[config.mk]
export PLATFORM = sky130hd
export DESIGN_NAME = lcd_controller
export DESIGN_NICKNAME = d
export VERILOG_FILES = /design/src/rtl/lcd_controller.sv
export SDC_FILE = /design/constraint.sdc
export NUM_CORES = 1
export LEC_CHECK = 0
export BUFFER_PORTS_ARGS = -buffer_cell sky130_fd_sc_hd__buf_2
export CORE_MARGIN = 2
export CORE_UTILIZATION = 50
export CTS_BUF_LIST = sky130_fd_sc_hd__clkbuf_8
export DETAILED_ROUTE_END_ITERATION = 8
export GPL_ROUTABILITY_DRIVEN = 0
export MAX_ROUTING_LAYER = met4
export PLACE_DENSITY_LB_ADDON = 0.05
export SKIP_LAST_GASP = 1
export SLEW_MARGIN = 5
export SYNTH_ARGS = -nofsm -noshare
export SYNTH_HDL_FRONTEND = slang
export SYNTH_SLANG_ARGS = --single-unit
[constraint.sdc]
create_clock -name clk -period 4.4 [get_ports clk]
set_input_delay 0.44 -clock clk [delete_from_list [all_inputs] [get_ports clk]]
set_output_delay 0.44 -clock clk [all_outputs]
set_load 0.01 [all_outputs]
[src/rtl/lcd_controller.sv]
// HD44780 16x2 character LCD driver, 8-bit write-only bus.
// Runs the power-up init once, then rewrites both lines from a 32-byte snapshot on each UpdateLCD edge.
module lcd_controller #(
  parameter int unsigned PWRUP_CYCLES = 750000,
  parameter int unsigned EN_CYCLES    = 25,
  parameter int unsigned CMD_WAIT     = 2500,
  parameter int unsigned CLEAR_WAIT   = 82000
) (
  input  logic             clk,
  input  logic             reset,
  input  logic [31:0][7:0] ASCII,
  input  logic             UpdateLCD,
  output logic [7:0]       LCD_DATA,
  output logic             LCD_RS,
  output logic             LCD_RW,
  output logic             LCD_EN,
  output logic             LCD_ON,
  output logic             Busy,
  output logic             Done
);

  localparam int unsigned CW = $clog2(PWRUP_CYCLES + CLEAR_WAIT + CMD_WAIT + EN_CYCLES + 1);

  typedef enum logic [1:0] {
    PWRUP   = 2'd0,
    INIT    = 2'd1,
    IDLE    = 2'd2,
    REFRESH = 2'd3
  } state_t;

  state_t           state_r;
  logic [CW-1:0]    cnt_r;
  logic [5:0]       idx_r;
  logic             upd_q_r;
  logic             pending_r;
  logic [31:0][7:0] frame_r;

  logic             edge_s;
  logic             last_s;
  logic [CW-1:0]    wait_end_s;
  logic [8:0]       next_byte_s;

  // {rs, data} for each step of the power-up command sequence
  function automatic logic [8:0] init_byte(input logic [5:0] idx);
    logic [8:0] b;
    case (idx)
      6'd0:    b = {1'b0, 8'h38};
      6'd1:    b = {1'b0, 8'h0C};
      6'd2:    b = {1'b0, 8'h06};
      6'd3:    b = {1'b0, 8'h01};
      default: b = {1'b0, 8'h00};
    endcase
    return b;
  endfunction

  // {rs, data} for each of the 34 refresh bytes: line-1 address, 16 chars, line-2 address, 16 chars
  function automatic logic [8:0] refresh_byte(input logic [5:0] idx, input logic [31:0][7:0] fr);
    logic [8:0] b;
    if (idx == 6'd0) begin
      b = {1'b0, 8'h80};
    end else if (idx <= 6'd16) begin
      b = {1'b1, fr[5'(idx - 6'd1)]};
    end else if (idx == 6'd17) begin
      b = {1'b0, 8'hC0};
    end else if (idx <= 6'd33) begin
      b = {1'b1, fr[5'(idx - 6'd2)]};
    end else begin
      b = {1'b0, 8'h00};
    end
    return b;
  endfunction

  assign LCD_RW = 1'b0;
  assign LCD_ON = 1'b1;

  // Trigger edge, post-byte wait length and the byte that follows the current one
  always_comb begin
    edge_s      = UpdateLCD & ~upd_q_r;
    wait_end_s  = (!LCD_RS && LCD_DATA == 8'h01) ? CW'(CLEAR_WAIT - 1) : CW'(CMD_WAIT - 1);
    last_s      = 1'b0;
    next_byte_s = 9'h000;
    if (state_r == INIT) begin
      last_s      = (idx_r == 6'd3);
      next_byte_s = init_byte(idx_r + 6'd1);
    end else begin
      last_s      = (idx_r == 6'd33);
      next_byte_s = refresh_byte(idx_r + 6'd1, frame_r);
    end
  end

  // Main sequencer: power-up wait, byte strobe timing, init/refresh stepping and trigger bookkeeping
  always_ff @(posedge clk or negedge reset) begin
    if (!reset) begin
      state_r   <= PWRUP;
      cnt_r     <= '0;
      idx_r     <= 6'd0;
      upd_q_r   <= 1'b0;
      pending_r <= 1'b0;
      frame_r   <= '0;
      LCD_DATA  <= 8'h00;
      LCD_RS    <= 1'b0;
      LCD_EN    <= 1'b0;
      Busy      <= 1'b1;
      Done      <= 1'b0;
    end else begin
      upd_q_r <= UpdateLCD;
      Done    <= 1'b0;
      case (state_r)
        PWRUP: begin
          if (edge_s) pending_r <= 1'b1;
          if (cnt_r == CW'(PWRUP_CYCLES - 1)) begin
            state_r            <= INIT;
            idx_r              <= 6'd0;
            cnt_r              <= '0;
            {LCD_RS, LCD_DATA} <= init_byte(6'd0);
            LCD_EN             <= 1'b1;
          end else begin
            cnt_r <= cnt_r + CW'(1'b1);
          end
        end
        INIT, REFRESH: begin
          if (edge_s) pending_r <= 1'b1;
          if (LCD_EN) begin
            if (cnt_r == CW'(EN_CYCLES - 1)) begin
              LCD_EN <= 1'b0;
              cnt_r  <= '0;
            end else begin
              cnt_r <= cnt_r + CW'(1'b1);
            end
          end else if (cnt_r == wait_end_s) begin
            // next byte's RS/DATA launch on the same edge the wait ends
            cnt_r <= '0;
            if (last_s) begin
              state_r <= IDLE;
              Busy    <= 1'b0;
              Done    <= (state_r == REFRESH);
            end else begin
              idx_r              <= idx_r + 6'd1;
              {LCD_RS, LCD_DATA} <= next_byte_s;
              LCD_EN             <= 1'b1;
            end
          end else begin
            cnt_r <= cnt_r + CW'(1'b1);
          end
        end
        IDLE: begin
          if (pending_r || edge_s) begin
            frame_r            <= ASCII;
            pending_r          <= 1'b0;
            state_r            <= REFRESH;
            Busy               <= 1'b1;
            idx_r              <= 6'd0;
            cnt_r              <= '0;
            {LCD_RS, LCD_DATA} <= {1'b0, 8'h80};
            LCD_EN             <= 1'b1;
          end
        end
        default: begin
          state_r <= PWRUP;
          cnt_r   <= '0;
          LCD_EN  <= 1'b0;
          Busy    <= 1'b1;
        end
      endcase
    end
  end

endmodule

==> impl_metrics.py <==
metrics = {
    "global_routing": {
        "grt_pass1_vias": 11610,
        "antenna_found_initial": 0,
        "grt_pass1_wl_mm": 69.21,
        "grt_max_degree": 116,
        "overflow": 0,
        "grt_usage_pct": 28.17,
    },
    "synthesis": {
        "async_reset_ff_share_pct": 100.0,
        "syn_nets": 1423,
        "yosys_warnings": 0,
        "ys_top_cells_by_count": "297 x dfrtp_1, 263 x mux2_2, 144 x mux4_2",
        "synth_edf_count": 0,
        "synth_cells": 1155,
        "yosysTopAreaCell": "dfrtp_1",
        "ys_seq_elements": 298,
        "ys_top_cells_by_area": "dfrtp_1 45%, mux4_2 20%, mux2_2 18%, mux2i_1 1.5%, clkbuf_1 1.1%",
        "syn_area_um2": 16410,
        "seq_area_frac_synth_pct": 45.44,
        "dominantRegCellSynth": "dfrtp_1",
        "synth.avg_cell_area_um2": 14.21,
        "synth_most_common_cell": "dfrtp_1",
        "synth.distinct_cells": 71,
        "yosys.area.top_type_share_pct": 45.28,
    },
    "timing": {
        "setup_ws_ps": 550.8,
        "hold_ws_ps": 61.75,
        "rsz0062_at_grt": "false",
        "tightestPinTransition_ps": 1048,
        "relSlewSlack_pct": 30.11,
        "fin_skew_ps": 25.30,
        "finalCritPeriodShare_pct": 87.48,
        "setup_viol": 0,
        "max_freq_mhz": 259.8,
        "slew_viol_final": 0,
        "finalCriticalPeriod_ps": 3849,
        "fin_setup_tns_ps": 0,
        "hold_viol_final": 0,
    },
    "route": {
        "drc": 0,
        "drt_first_pass_iters": 5,
        "ant_nets": 0,
        "num_vias": 11340,
        "wl_per_cell_um": 23.87,
        "drt-vias-per-instance": 5.950,
        "totalWireLength_mm": 45.47,
        "drt_first_iter_violations": 856,
    },
    "floorplan": {
        "core_um2": 32450,
        "start_util_pct": 50.57,
        "die_area_um2": 34290,
        "die_w_um": 185.2,
        "die_y_um": 185.2,
        "fp-row-count": 66,
        "num_io_pins": 273,
    },
    "final_layout": {
        "fin_area_um2": 19280,
        "diodes": 0,
        "drive_gt1_share_pct": 54.55,
        "fin_cells": 1905,
        "final-seq-area_um2": 7462,
        "final_net_count": 1691,
        "area_growth_pct": 17.48,
        "fill_cells": 2655,
        "multi_input_area_um2": 8542,
    },
    "worst_setup_path": {
        "cp.arrival_ps": 4310,
        "cp-start-kind": "flip-flop",
        "crit_path_end_kind": "flip-flop",
        "crit_fanout": 22,
        "crit_required_ps": 4860,
        "crit_type": "reg2reg",
    },
    "pwr": {
        "swShare_pct": 23.09,
        "power_density_nw_per_um2": 284.0,
        "vdd.ir_drop.worst_uv": 230.6,
        "p_clk_share_pct": 46.3,
        "p_int_mw": 4.211,
        "p_sw_mw": 1.264,
        "comb_power_share_pct": 3.6,
        "seqPwrFrac_pct": 50.1,
        "power_leakage_nw": 9.264,
    },
    "clock_tree": {
        "clk_latency_ps": 610,
        "cts_made_buffers": 52,
        "root_buffer": "clkbuf_8",
        "cts_tree": "built",
        "clock-sinks": 298,
        "clk_pin_slew_ps": 60,
        "clockBufferDepth": 3,
        "cts_max_level": 2,
        "post-cts-setup-buffer-count": 0,
    },
    "hold_path": {
        "hold_path_class": "in2reg",
    },
    "outcome": {
        "status": "finished clean",
    },
    "placed_design": {
        "placedCellCount": 1809,
        "place_area_um2": 18210,
        "place_ws_ps": 578.9,
        "portBuffers": 270,
        "dp_hpwl_mm": 33.05,
    },
    "job": {
        "drv_cap": 0,
    },
}
## power groups by stage
stage	combinational [mW]	clock, mW	sequential (mW)
after floorplan	0.00524	0	2.79
after global placement	0.203	0	2.79
after detailed placement	0.201	0	2.79
after CTS	0.203	2.60	2.74
after global routing	0.219	2.74	2.74
final	0.196	2.54	2.74
## path summary, 6_finish.rpt
kind	start	endpoint	slack (ps)	cells past startpoint
worst min register to register	Busy	Busy	480	2
worst min-delay path	ASCII[10]	frame_r[10]	60	2
worst max register to register	idx_r[1]	LCD_DATA[0]	550	12
min in group asynchronous	reset	frame_r[123]	410	2
worst max-delay path	idx_r[1]	LCD_DATA[0]	550	12
max in group asynchronous	reset	cnt_r[5]	2960	3
## placed cells by master (no fill, tap or decap), types with 4 or more instances in the layout
master    count
a211oi_1      7
a21o_1        4
a21oi_1      18
a31oi_1       8
and3_1        7
buf_12        4
buf_2       269
buf_4        21
clkbuf_8     68
dfrtp_1     296
ha_1          8
inv_1        32
mux2_2      263
mux2i_1      24
mux4_2      144
nand2_1      42
nand2b_1      8
nand3_1      29
nand3b_1      6
nand4_1      11
nor2_1       41
nor2b_1       7
nor3_1       14
nor4_1        4
o211ai_1      4
o21ai_0      22
or4_1         5
xnor2_1       8
xor2_1        8
## flip-flops by register name, indices dropped and copies added, names as in the netlist
signal and flops:
frame_r 256, cnt_r 20, LCD_DATA 8, idx_r 6, state_r 2, Busy 1, Done 1, LCD_EN 1
LCD_RS 1, pending_r 1, upd_q_r 1
## layout make-up
| cell class | count | share of cell area, % |
|---|---|---|
| Clock buffer | 68 | 4.854 |
| Clock inverter | 26 | 0.6100 |
| Inverter | 13 | 0.2661 |
| Multi-Input combinational cell | 761 | 44.30 |
| Sequential cell | 298 | 38.70 |
| Tap cell | 442 | 2.868 |
| Timing Repair Buffer | 297 | 8.397 |
## critical path, stage by stage (launching register included)
cell      delay, ps
dfrtp_1         650
inv_1           190
ha_4            310
inv_1            60
ha_1            260
and2_1          180
a211oi_1        540
xnor2_4         380
buf_4           330
mux2i_1         210
o221ai_1        170
a211oi_1        310
o41ai_2         110
## stage by stage
stage	util [%]	total power [mW]
final	59.41	5.475
after detailed placement	56.10	2.992
after CTS	59.41	5.550
after global placement	56.10	2.994
after floorplan	-	2.797
after global routing	59.41	5.700
## timing repair
item                                   CTS  global route
resized for setup                        0             0
endpoints found under the hold margin   90             0
setup endpoints to repair                0             0
hold buffers                             2             0
## layer usage
metal | part of all wire, % | global-route usage [%]
met5 | 0 | -
met3 | 6.6 | 5.840
met1 | 43 | 38.22
met4 | 2.9 | 8.571
met2 | 48 | 43.21
## logic make-up after synthesis
| kind of cell | synth area share (%) |
|---|---|
| AOI/OAI and AO/OA | 4.552 |
| xor gates and xnor gates | 1.220 |
| adders and majority gates | 0.6861 |
| buffers and inverters | 2.767 |
| DFF | 45.44 |
| muxes | 39.27 |
| other | 0.04576 |
| and+or+nand+nor | 6.015 |
(Power assumes the default switching activity.)
